**src/rtl/pc_fetch_unit_pkg.sv**
```systemverilog
// Shared fetch-stage types and constants for pc_fetch_unit.
// Optional perf counters are enabled by defining FETCH_PERF_CNT_EN.
package pc_fetch_unit_pkg;

  localparam int          ADDR_W_DEF    = 10;
  localparam logic [31:0] NOP_WORD      = 32'h0000_0000;
  localparam logic [31:0] HALT_WORD_DEF = 32'hFFFF_FFFF;

  typedef enum logic {
    ST_RUN    = 1'b0,
    ST_HALTED = 1'b1
  } fetch_state_t;

  // Which redirect won the priority contest this cycle
  typedef enum logic [1:0] {
    RD_NONE   = 2'd0,
    RD_BRANCH = 2'd1,
    RD_JR     = 2'd2,
    RD_JUMP   = 2'd3
  } redir_sel_t;

endpackage

```
**src/rtl/pc_fetch_unit_if.sv**
```systemverilog
// Instruction-memory and IF/ID bundle between fetch, imem and decode.
// master = fetch stage, slave = memory/decode side.
interface pc_fetch_unit_if #(
  parameter int ADDR_W = 10
);

  logic [ADDR_W-1:0] Read_Address;
  logic [31:0]       Instruction_In;
  logic [31:0]       IF_ID_Instruction;
  logic [ADDR_W-1:0] IF_ID_PC_Plus4;
  logic              IF_ID_Valid;

  modport master (
    output Read_Address,
    output IF_ID_Instruction,
    output IF_ID_PC_Plus4,
    output IF_ID_Valid,
    input  Instruction_In
  );

  modport slave (
    input  Read_Address,
    input  IF_ID_Instruction,
    input  IF_ID_PC_Plus4,
    input  IF_ID_Valid,
    output Instruction_In
  );

endinterface

```
**src/rtl/pc_next_sel.sv**
```systemverilog
// Combinational next-PC priority mux and IF/ID load control.
// Priority: halted freeze > redirect > stall > halt word > PC+4.
module pc_next_sel
  import pc_fetch_unit_pkg::*;
#(
  parameter int ADDR_W = 10
) (
  input  logic [ADDR_W-1:0] pc,
  input  fetch_state_t      state,
  input  logic              stall,
  input  logic              branch_taken,
  input  logic [ADDR_W-1:0] branch_target,
  input  logic              jump,
  input  logic [25:0]       jump_index,
  input  logic              jr,
  input  logic [31:0]       jr_address,
  input  logic              halt_hit,
  output logic [ADDR_W-1:0] next_pc,
  output logic [ADDR_W-1:0] pc_plus4,
  output logic              load_valid,
  output logic              load_bubble,
  output logic              hold,
  output logic              take_redirect,
  output logic              enter_halt
);

  logic [ADDR_W-1:0] br_tgt;
  logic [ADDR_W-1:0] j_tgt;
  logic [ADDR_W-1:0] jr_tgt;
  logic [ADDR_W-1:0] redir_tgt;
  redir_sel_t        redir_sel;

  logic in_run;
  logic any_redir;
  logic c_redir;
  logic c_hold;
  logic c_halt;
  logic c_adv;
  logic c_idle;

  // Target bits above ADDR_W and below word alignment are dropped
  logic unused_bits;
  assign unused_bits = ^{jump_index[25:ADDR_W-2],
                         jr_address[31:ADDR_W],
                         jr_address[1:0],
                         branch_target[1:0]};

  assign br_tgt   = {branch_target[ADDR_W-1:2], 2'b00};
  assign j_tgt    = {jump_index[ADDR_W-3:0], 2'b00};
  assign jr_tgt   = {jr_address[ADDR_W-1:2], 2'b00};
  assign pc_plus4 = pc + ADDR_W'(4);

  assign in_run    = (state == ST_RUN);
  assign any_redir = branch_taken | jump | jr;

  always_comb begin
    redir_sel = RD_NONE;
    unique case (1'b1)
      branch_taken:       redir_sel = RD_BRANCH;
      (!branch_taken&&jr): redir_sel = RD_JR;
      (!branch_taken&&!jr&&jump):
                          redir_sel = RD_JUMP;
      default:            redir_sel = RD_NONE;
    endcase
  end

  always_comb begin
    redir_tgt = pc;
    unique case (redir_sel)
      RD_BRANCH: redir_tgt = br_tgt;
      RD_JR:     redir_tgt = jr_tgt;
      RD_JUMP:   redir_tgt = j_tgt;
      default:   redir_tgt = pc;
    endcase
  end

  assign c_redir = in_run && any_redir;
  assign c_hold  = stall && !c_redir;
  assign c_halt  = in_run && !any_redir
                 && !stall && halt_hit;
  assign c_adv   = in_run && !any_redir
                 && !stall && !halt_hit;
  assign c_idle  = !in_run && !stall;

  always_comb begin
    next_pc       = pc;
    load_valid    = 1'b0;
    load_bubble   = 1'b0;
    hold          = 1'b0;
    take_redirect = 1'b0;
    enter_halt    = 1'b0;
    unique case (1'b1)
      c_redir: begin
        next_pc       = redir_tgt;
        load_bubble   = 1'b1;
        take_redirect = 1'b1;
      end
      c_hold: begin
        hold = 1'b1;
      end
      c_halt: begin
        load_bubble = 1'b1;
        enter_halt  = 1'b1;
      end
      c_adv: begin
        next_pc    = pc_plus4;
        load_valid = 1'b1;
      end
      c_idle: begin
        load_bubble = 1'b1;
      end
      default: begin
        hold = 1'b1;
      end
    endcase
  end

endmodule

```
**src/rtl/pc_fetch_unit.sv**
```systemverilog
// IF stage: PC register, imem address, IF/ID register, halt FSM.
// Define FETCH_PERF_CNT_EN to add Fetch_Count / Flush_Count outputs.
module pc_fetch_unit
  import pc_fetch_unit_pkg::*;
#(
  parameter int                ADDR_W    = ADDR_W_DEF,
  parameter logic [ADDR_W-1:0] RESET_PC  = '0,
  parameter logic [31:0]       HALT_WORD = HALT_WORD_DEF
) (
  input  logic              clk,
  input  logic              rst_n,
  input  logic              Stall,
  input  logic              Branch_Taken,
  input  logic [ADDR_W-1:0] Branch_Target,
  input  logic              Jump,
  input  logic [25:0]       Jump_Index,
  input  logic              Jr,
  input  logic [31:0]       Jr_Address,
  pc_fetch_unit_if.master   bus,
  output logic              Halted
`ifdef FETCH_PERF_CNT_EN
  ,
  output logic [31:0]       Fetch_Count,
  output logic [15:0]       Flush_Count
`endif
);

  fetch_state_t state_q;
  fetch_state_t state_d;

  logic [ADDR_W-1:0] pc_q;
  logic [ADDR_W-1:0] next_pc;
  logic [ADDR_W-1:0] pc_plus4;
  logic [31:0]       ifid_instr_q;
  logic [ADDR_W-1:0] ifid_pc4_q;
  logic              ifid_valid_q;

  logic halt_hit;
  logic load_valid;
  logic load_bubble;
  logic hold;
  logic take_redirect;
  logic enter_halt;

  assign halt_hit = (bus.Instruction_In == HALT_WORD);

  pc_next_sel #(
    .ADDR_W (ADDR_W)
  ) u_next_sel (
    .pc            (pc_q),
    .state         (state_q),
    .stall         (Stall),
    .branch_taken  (Branch_Taken),
    .branch_target (Branch_Target),
    .jump          (Jump),
    .jump_index    (Jump_Index),
    .jr            (Jr),
    .jr_address    (Jr_Address),
    .halt_hit      (halt_hit),
    .next_pc       (next_pc),
    .pc_plus4      (pc_plus4),
    .load_valid    (load_valid),
    .load_bubble   (load_bubble),
    .hold          (hold),
    .take_redirect (take_redirect),
    .enter_halt    (enter_halt)
  );

  always_ff @(posedge clk or negedge rst_n) begin
    if (!rst_n) begin
      state_q <= ST_RUN;
    end else begin
      state_q <= state_d;
    end
  end

  // HALTED is sticky; only reset leaves it
  always_comb begin
    state_d = state_q;
    unique case (state_q)
      ST_RUN:    if (enter_halt) state_d = ST_HALTED;
      ST_HALTED: state_d = ST_HALTED;
      default:   state_d = ST_RUN;
    endcase
  end

  always_ff @(posedge clk or negedge rst_n) begin
    if (!rst_n) begin
      pc_q <= RESET_PC;
    end else if (!hold) begin
      pc_q <= next_pc;
    end
  end

  always_ff @(posedge clk or negedge rst_n) begin
    if (!rst_n) begin
      ifid_instr_q <= NOP_WORD;
      ifid_pc4_q   <= '0;
      ifid_valid_q <= 1'b0;
    end else if (load_valid) begin
      ifid_instr_q <= bus.Instruction_In;
      ifid_pc4_q   <= pc_plus4;
      ifid_valid_q <= 1'b1;
    end else if (load_bubble) begin
      ifid_instr_q <= NOP_WORD;
      ifid_pc4_q   <= '0;
      ifid_valid_q <= 1'b0;
    end
  end

`ifdef FETCH_PERF_CNT_EN
  always_ff @(posedge clk or negedge rst_n) begin
    if (!rst_n) begin
      Fetch_Count <= '0;
      Flush_Count <= '0;
    end else begin
      if (load_valid && (Fetch_Count != '1))
        Fetch_Count <= Fetch_Count + 32'd1;
      if (take_redirect && (Flush_Count != '1))
        Flush_Count <= Flush_Count + 16'd1;
    end
  end
`endif

  assign bus.Read_Address      = pc_q;
  assign bus.IF_ID_Instruction = ifid_instr_q;
  assign bus.IF_ID_PC_Plus4    = ifid_pc4_q;
  assign bus.IF_ID_Valid       = ifid_valid_q;
  assign Halted                = (state_q == ST_HALTED);

endmodule

```
**src/flat_wrapper.sv**
```systemverilog
// flat-port wrapper written by rule: the top's interface ports become plain ports
module pc_fetch_unit_flat import pc_fetch_unit_pkg::*;
#(
  parameter int                ADDR_W    = ADDR_W_DEF,
  parameter logic [ADDR_W-1:0] RESET_PC  = '0,
  parameter logic [31:0]       HALT_WORD = HALT_WORD_DEF
)
  (clk, rst_n, Stall, Branch_Taken, Branch_Target, Jump, Jump_Index, Jr, Jr_Address, Halted, bus_Read_Address, bus_IF_ID_Instruction, bus_IF_ID_PC_Plus4, bus_IF_ID_Valid, bus_Instruction_In);
  pc_fetch_unit_if #(.ADDR_W(ADDR_W)) bus_i ();
  input  logic clk;
  input  logic rst_n;
  input  logic Stall;
  input  logic Branch_Taken;
  input  logic [ADDR_W-1:0] Branch_Target;
  input  logic Jump;
  input  logic [25:0] Jump_Index;
  input  logic Jr;
  input  logic [31:0] Jr_Address;
  output logic Halted;
  output wire logic [$bits(bus_i.Read_Address)-1:0] bus_Read_Address;
  output wire logic [$bits(bus_i.IF_ID_Instruction)-1:0] bus_IF_ID_Instruction;
  output wire logic [$bits(bus_i.IF_ID_PC_Plus4)-1:0] bus_IF_ID_PC_Plus4;
  output wire logic [$bits(bus_i.IF_ID_Valid)-1:0] bus_IF_ID_Valid;
  input wire logic [$bits(bus_i.Instruction_In)-1:0] bus_Instruction_In;
  assign bus_Read_Address = bus_i.Read_Address;
  assign bus_IF_ID_Instruction = bus_i.IF_ID_Instruction;
  assign bus_IF_ID_PC_Plus4 = bus_i.IF_ID_PC_Plus4;
  assign bus_IF_ID_Valid = bus_i.IF_ID_Valid;
  assign bus_i.Instruction_In = bus_Instruction_In;
  pc_fetch_unit #(.ADDR_W(ADDR_W), .RESET_PC(RESET_PC), .HALT_WORD(HALT_WORD)) u_core (.clk(clk), .rst_n(rst_n), .Stall(Stall), .Branch_Taken(Branch_Taken), .Branch_Target(Branch_Target), .Jump(Jump), .Jump_Index(Jump_Index), .Jr(Jr), .Jr_Address(Jr_Address), .bus(bus_i), .Halted(Halted));
endmodule
```
**config.mk**
```make
export PLATFORM = sky130hd
export DESIGN_NAME = pc_fetch_unit_flat
export DESIGN_NICKNAME = d
export VERILOG_FILES = /design/src/rtl/pc_fetch_unit_pkg.sv /design/src/rtl/pc_fetch_unit_if.sv /design/src/rtl/pc_next_sel.sv /design/src/rtl/pc_fetch_unit.sv /design/src/flat_wrapper.sv
export SDC_FILE = /design/constraint.sdc
export NUM_CORES = 1
export LEC_CHECK = 0
export CAP_MARGIN = 20
export CORE_UTILIZATION = 35
export DETAILED_ROUTE_END_ITERATION = 8
export PLACE_DENSITY = 0.8
export SLEW_MARGIN = 10
export SYNTH_ARGS = -nofsm -noshare
export SYNTH_HDL_FRONTEND = slang
export SYNTH_SLANG_ARGS = --single-unit
```
**constraint.sdc**
```tcl
create_clock -name clk -period 2.1 [get_ports clk]
set_input_delay 0.42 -clock clk [delete_from_list [all_inputs] [get_ports clk]]
set_output_delay 0.42 -clock clk [all_outputs]
set_load 0.02 [all_outputs]
```
# Yosys cells after proc, flatten, opt, wreduce, memory -nomap -nowiden
# Index checks and enable logic that the tools add are counted.
dict set report totals {
  regBits 54
  in_bits 106
  out_inout_bits 54
  elab_cells 47
}
dict set report classes {
  add_sub_neg 1
  n_eq_ne 5
  muxes 14
  n_bitwise 3
  reduce_logical 19
}
# op n
set ops {}
lappend ops {{32-bit two-way mux} 2}
lappend ops {{32-bit == test, second input constant} 1}
lappend ops {{10-bit case mux with 3 select lines} 1}
lappend ops {{10-bit two-way mux} 2}
lappend ops {{10-bit case mux with 2 select lines} 1}
lappend ops {{10-bit by 3-bit adder with 10-bit output, second input constant} 1}
lappend ops {{1-bit logical AND} 9}
lappend ops {{1-bit two-way mux} 6}
lappend ops {{2-bit case mux with 3 select lines} 1}
lappend ops {{1-bit zero test} 5}
lappend ops {{2-bit == test, second input constant} 2}
lappend ops {{4-bit by 1-bit != test with 1-bit output, second input constant} 1}
lappend ops {{2-bit nonzero test} 2}
lappend ops {{4-bit OR reduction} 1}
lappend ops {{3-bit AND reduction} 1}
lappend ops {{3-bit OR reduction} 1}
lappend ops {{2-bit by 1-bit == test with 1-bit output, second input constant} 1}
lappend ops {{1-bit bitwise OR} 2}
lappend ops {{1-bit case mux with 2 select lines} 1}
lappend ops {{1-bit inverter} 1}

# Logic depth before layout (Yosys ltp)
# Gate-level depths: netlist of run 1.
dict set report depth {
  depth_word 10
  ltp_mapped 8
  mapped_depth_nobuf 5
}

# Hierarchy
# Synthesis of run 1 repeated with hierarchy kept, for this count alone.
dict set report unflattened {
  hier_cells 211
  hier_area_um2 2526.2
}
# module n_inst cells_each area_per_inst_um2 seq_area_each_um2
set by_module_without_submodules {}
lappend by_module_without_submodules {pc_fetch_unit 1 131 1970.6 1351.3}
lappend by_module_without_submodules {pc_next_sel 1 80 555.5 0.0}

# Worst setup path before layout of run 1
# OpenSTA, ideal clock, no wires.
dict set report synth_path {
  path_type {input-to-reg}
  startpoint {input port Branch_Taken}
  endpoint {register u_core.pc_q[6], in the netlist u_core.bus.Read_Address[6]}
  setup_time_ns 0.126
  t_arrival_ns 1.819
  required_time_ns 1.974
  slack_ns 0.155
  cell_stages 6
  path_buffers 1
  cell_sequence {buf_2 > or4_4 > nor2_2 > a21boi_4 > a211oi_1 > a311o_1}
}
dict set report synth_via {
  elab_chain_len 8
  word_cells_on_any_way 22
  cone_classes {eq/ne: 4; mux: 3; bitwise: 2; reduce/logical: 13}
}
# element line
set synth_lines {}
lappend synth_lines {{from (decl)} flat_wrapper.sv:13} ;# input logic Branch_Taken;
lappend synth_lines {{branches (longest 8 deep; another with 10-bit case mux with 3 select lines)} --}
lappend synth_lines {{to (signal assigned)} pc_fetch_unit.sv:91} ;# pc_q <= next_pc;
lappend synth_lines {{to (decl)} pc_fetch_unit.sv:31} ;# logic [ADDR_W-1:0] pc_q;
# Several ways; the timed one is not identified. The select of a mux whose other input is x is not followed.
# A chain may end at the register's enable or synchronous reset.

# Final worst setup path of run 1
# Same ends and word-level chain as after synthesis.

==> results of run 1 <==
-- power by group through the flow --
| stage | clock network, W | logic [W] | registers, W |
|---|---|---|---|
| 4_1_cts | 0.000677 | 0.000432 | 0.00105 |
| 5_1_grt | 0.000709 | 0.000465 | 0.00106 |
| 3_3_place_gp | 0 | 0.000423 | 0.00107 |
| 3_5_place_dp | 0 | 0.000431 | 0.00107 |
| 6_report | 0.000660 | 0.000432 | 0.00105 |
| 2_1_floorplan | 0 | 0.000123 | 0.00111 |
-- repair_timing --
item / 4_1_cts / 5_1_grt
setup buffers: 0 / 0
gates resized for setup: 0 / 2
endpoints found under the setup margin: 0 / 6
-- final timing paths --
path                                                     to  slack, ps  cells past startpoint
max                              u_core.bus.Read_Address[6]         70                      6
min                         u_core.bus.IF_ID_Instruction[5]         90                      2
max reg2reg                      u_core.bus.Read_Address[8]        330                      5
min reg2reg                          u_core.bus.IF_ID_Valid        490                      2
max in group asynchronous  u_core.bus.IF_ID_Instruction[11]       1760                      2
min in group clk                     u_core.bus.IF_ID_Valid        490                      2
-- sequential cells by signal (all words and copies together), names as in the netlist --
signal	cells
u_core.bus.IF_ID_Instruction	32
u_core.bus.IF_ID_PC_Plus4	9
u_core.Halted	1
u_core.bus.IF_ID_Valid	1
u_core.bus.Read_Address	8
-- routing by layer --
layer / track usage, % / wire (um) / vias to the layer above / part of all wire (%)
li1: - / - / 1045 / -
met1: 25.9 / 2870 / 1114 / 42
met2: 33.9 / 3410 / 84 / 50
met3: 4.37 / 391 / 13 / 5.7
met4: 7.68 / 158 / 0 / 2.3
met5: 0 / 0 / - / 0
-- kinds of logic after synthesis --
| group | synth area share (%) |
|---|---|
| xor+xnor | 2.27 |
| buf+inv | 4.38 |
| fa+ha+maj | 0.540 |
| compound gates | 26.3 |
| flops | 55.1 |
| other cells | 0.162 |
| simple gates | 11.3 |
-- layout make-up --
class                           instances  area share (%)
Timing Repair Buffer                  133            34.9
Sequential cell                        51            33.9
Tap cell                               77            2.56
Inverter                                7           0.698
Clock buffer                            6            1.93
Multi-Input combinational cell        136            25.2
Clock inverter                          1           0.798
-- placed cells by master, fill, tap and decap left out, types with 2 or more instances in the layout --
cell type	instances
clkdlybuf4s50_1	112
dfrtp_1	51
a22o_1	32
nand2_1	18
buf_4	17
o21ai_0	11
nand4_1	8
a21oi_1	8
inv_1	7
a311oi_1	7
and3_1	5
o22ai_1	5
xnor2_1	5
clkbuf_8	5
nand2b_1	3
o221ai_1	3
nor2b_1	3
a221o_1	3
a211oi_1	3
buf_12	3
nor4_1	2
a311o_1	2
nand3b_1	2
conb_1	2
-- stage by stage --
stage,power (W),hold WS (ps),utilization [%]
2_1_floorplan,0.00123,124,-
6_report,0.00214,88.3,59.0
5_1_grt,0.00223,116,59.0
3_5_place_dp,0.00150,434,57.2
4_1_cts,0.00216,104,58.8
3_3_place_gp,0.00149,432,57.2
==> results.ini, run 1 <==
[die]
start_util_pct = 36.3
core_area_um2 = 6390
die_area_um2 = 6950
placementRows = 29
die_w_um = 83.3
ioPinCount = 160
fp.dieH_um = 83.3

[critical_path]
cpPeakStageDelay_ps = 570
crit_slowest_cell = or4_4
worstPathRequired_ps = 2290
crit_chain = clkdlybuf4s50_1 > or4_4 > nor2_4 > a21boi_4 > a211oi_1 > a311o_1
critPathCaptureType = flip-flop
startpoint_type = input pin
startpoint = Branch_Taken
path_max_fanout = 6
crit_type = input pin to flip-flop
r2r-start = u_core.bus.Read_Address[2]
crit_buf_inv = 1
cp.arrival_ps = 2230
critPathTopFamily = compound AO/OA/AOI/OAI gates

[job]
cap_viol_max_count = 0

[grt]
grt_overflow = 0
antenna_found_initial = 0
grt_pass1_vias = 2252
grt_start_max_net_pins = 52
grt_pass1_wl_um = 11300
grt_util_all_layers_pct = 20.3

[drt]
drt-total-wl_um = 6830
detail_route.first_pass.iterations = 4
wire_per_inst_um = 16.6
first_iter_violations = 126
viasPerCell = 5.49
drcViolationCount = 0
ant_nets = 0
vias = 2256

[yosys]
synth_edf_count = 0
ys_seq_area_share_pct = 55.1
synth_flop_cell = dfrtp_1
syn_area_per_cell_um2 = 11.1
synth.distinct_cells = 36
syn-cell-area_um2 = 2320
synth_common_cells = 51 x dfrtp_1, 32 x a22o_1, 18 x nand2_1
ys_top_cells_by_area = dfrtp_1 55%, a22o_1 12%, nand2_1 2.9%
synth_top_area_share_pct = 55.1
synth.ff_latch_count = 51
synthMostInstantiatedCell = dfrtp_1
syn_inst = 208
yosysTopAreaCell = dfrtp_1
synthesis.yosys.warnings = 0
synthArstFlopShare_pct = 100

[pwr]
ir_drop_uv = 380
intPower_w = 0.00160
cellLeakagePower_nw = 1.62
powerDensity_nw_per_um2 = 569
p_switching_w = 0.000540
combPwrFrac_pct = 20.2
power_frac_seq_pct = 49.1
swShare_pct = 25.2
pwr-share-clk_pct = 30.8

[cells_and_area]
insertedDiodeCount = 0
multiInputGateArea_um2 = 950
fillerInstances = 565
layout.nets = 441
fin_cells = 411
drive_gt1_share_pct = 9.58
seq_area_um2 = 1280
syn2layout_area_growth_pct = 62.6
design_area_um2 = 3760

[sta]
rsz0062_at_grt = false
tns_ps = 0
fin_skew_ps = 10.2
fmax_mhz = 493
fin_crit_sh_pct = 96.7
finalSetupViolations = 0
period_needed_ps = 2030
drv_slew = 0
setup_ws_ps = 69.8
hold_viol = 0

[place]
dpl_cell_area_um2 = 3650
dp_hpwl_um = 5230
routabilityCongestion = 0.832
place_ws_ps = -275
port_buffers = 113
dp.cells = 404

[clock_network]
numCtsBuffers = 5
cts_tree = yes
clockBufferDepth = 2
cts_hold_buffers = 0
htreeDepth = 2
cts_root_buf = clkbuf_8
insertion_delay_ps = 300
cts.sinks = 51
path_clk_slew_ps = 90

[run_status]
status = finished, final reports clean

[worst_hold_path]
hold_class = input pin to asynchronous set/reset pin

Power figures use the tool's default switching activity.
==> run 2, diff against run 1 <==
GPL_TIMING_DRIVEN = 0   (was default)
==> run 2 against run 1 <==
Effect of this change:
- cell area fell by 0.40%
- worst setup slack improved by 66 ps
- highest routed layer unchanged
- non-clock buffer count is 2 lower
- largest cell class unchanged
- sequential power barely moved
- core utilization shrank 0.24 points
- critical endpoint unchanged
- combinational power about the same
- global-route usage grew 0.55 points
- cell count down 0.24%
- total power down 3.7%
- clock-buffer cell count stayed put
- sequential share of layout area up 0.14 points
==> results.ini, run 2 (synthesized netlist as in run 1, its figures left out) <==
[run_status]
status = finished, final reports clean

[sta]
hold_viol = 0
period_needed_ps = 1960
drv_slew = 0
tns_ps = 0
fin_skew_ps = 9.06
finalSetupViolations = 0
worstMarginPinSlew_ps = 732
relSlewSlack_pct = 51.0
fin_crit_sh_pct = 93.5
rsz0062_at_grt = false
fmax_mhz = 509
setup_ws_ps = 136

[drt]
detail_route.first_pass.iterations = 4
viasPerCell = 5.47
wire_per_inst_um = 17.1
drt-total-wl_um = 7030
vias = 2243
ant_nets = 0
drcViolationCount = 0
first_iter_violations = 150

[cells_and_area]
fillerInstances = 552
layout.nets = 439
layout_common_cells = 108 x clkdlybuf4s50_1, 51 x dfrtp_1, 32 x a22o_1, 17 x nand2_1, 11 x o21ai_0
largest_register_ffs = 32
multiInputGateArea_um2 = 985
syn2layout_area_growth_pct = 61.9
final_common_cell = clkdlybuf4s50_1
seq_area_um2 = 1280
insertedDiodeCount = 0
drive_gt1_share_pct = 9.61

[job]
cap_viol_max_count = 0

[place]
routabilityCongestion = 0.813
place_ws_ps = -613
port_buffers = 113
dp_hpwl_um = 5410

[clock_network]
cts.sinks = 51
path_clk_slew_ps = 100
htreeDepth = 2
numCtsBuffers = 5
clockBufferDepth = 2
cts_hold_buffers = 0
cts_tree = yes
cts_root_buf = clkbuf_8
insertion_delay_ps = 310

[grt]
grt_start_max_net_pins = 30
grt_pass1_wl_um = 11500
grt_pass1_vias = 2309
grt_util_all_layers_pct = 20.9
grt_overflow = 0
antenna_found_initial = 0

[die]
fp.dieH_um = 83.3
start_util_pct = 36.3
placementRows = 29
ioPinCount = 160
die_area_um2 = 6950
die_w_um = 83.3
core_area_um2 = 6390

[critical_path]
path_max_fanout = 7
critPathCaptureType = flip-flop
regToRegSetupSlack_ps = 300
startpoint_type = input pin
crit_chain = clkdlybuf4s50_1 > nand4_1 > nor4_4 > a21boi_4 > buf_4 > a311o_1
crit_type = input pin to flip-flop
crit_slowest_cell = clkdlybuf4s50_1
worstPathRequired_ps = 2290
cp.arrival_ps = 2160
cpPeakStageDelay_ps = 500

[pwr]
cellLeakagePower_nw = 1.65
powerDensity_nw_per_um2 = 550
ir_drop_uv = 312

[worst_hold_path]
hold_class = input pin to asynchronous set/reset pin

==> run 2: repair_timing <==
item                                    in CTS  in global routing
buffers inserted                             3                  0
endpoints found under the setup margin      49                 36
pin swaps                                    3                  3
endpoints found under the hold margin        0                  0
gates resized for setup                     13                  6
==> run 2: through the flow <==
step                hold slack [ps]  cell area, um2  total power (W)  util (%)  instances
global placement                461            3550          0.00148      55.5        399
global route                    114            3750          0.00216      58.7        410
floorplan                       124            2320          0.00123         -        209
CTS                            97.7            3720          0.00207      58.3        410
finish                         89.4            3750          0.00206      58.7        410
detailed placement              442            3560          0.00149      55.8        400
==> run 2: final timing paths <==
kind                       cells past startpoint                                to                    startpoint
max                                            6        u_core.bus.Read_Address[6]        bus_Instruction_In[22]
min                                            1   u_core.bus.IF_ID_Instruction[0]                         rst_n
max reg2reg                                    5  u_core.bus.IF_ID_Instruction[24]                 u_core.Halted
min reg2reg                                    2      u_core.bus.IF_ID_PC_Plus4[3]  u_core.bus.IF_ID_PC_Plus4[3]
max in group asynchronous                      2        u_core.bus.Read_Address[8]                         rst_n
min in group clk                               2      u_core.bus.IF_ID_PC_Plus4[1]                         Stall
==> run 2: critical path: cells and delay by family <==
kind	cells	cell delay [ps]
and+or+nand+nor	2	620
AOI/OAI and AO/OA	2	450
buffers and inverters	2	670
==> run 2: cell type report <==
cell class,instances,area share (%)
inverter,7,0.701
clock inverter,2,0.434
sequential,51,34.0
tap,77,2.57
timing repair buffer,117,31.7
buffer,14,2.40
multi-input combinational,136,26.3
clock buffer,6,1.94
==> run 2: layer usage <==
| metal | routed length [um] | up-vias | global-route usage (%) |
|---|---|---|---|
| met1 | 3040 | 1104 | 27.1 |
| met4 | 172 | 0 | 9.25 |
| li1 | - | 1038 | - |
| met2 | 3420 | 84 | 33.8 |
| met5 | 0 | - | 0 |
| met3 | 394 | 17 | 4.27 |
==> run 2: report_power, final <==
group | leakage, nW | switching (W) | internal, W
sequential | 0.689 | 0.0000364 | 0.00102
combinational | 0.916 | 0.000197 | 0.000233
clock | 0.0418 | 0.000342 | 0.000240
total | 1.65 | 0.000575 | 0.00149
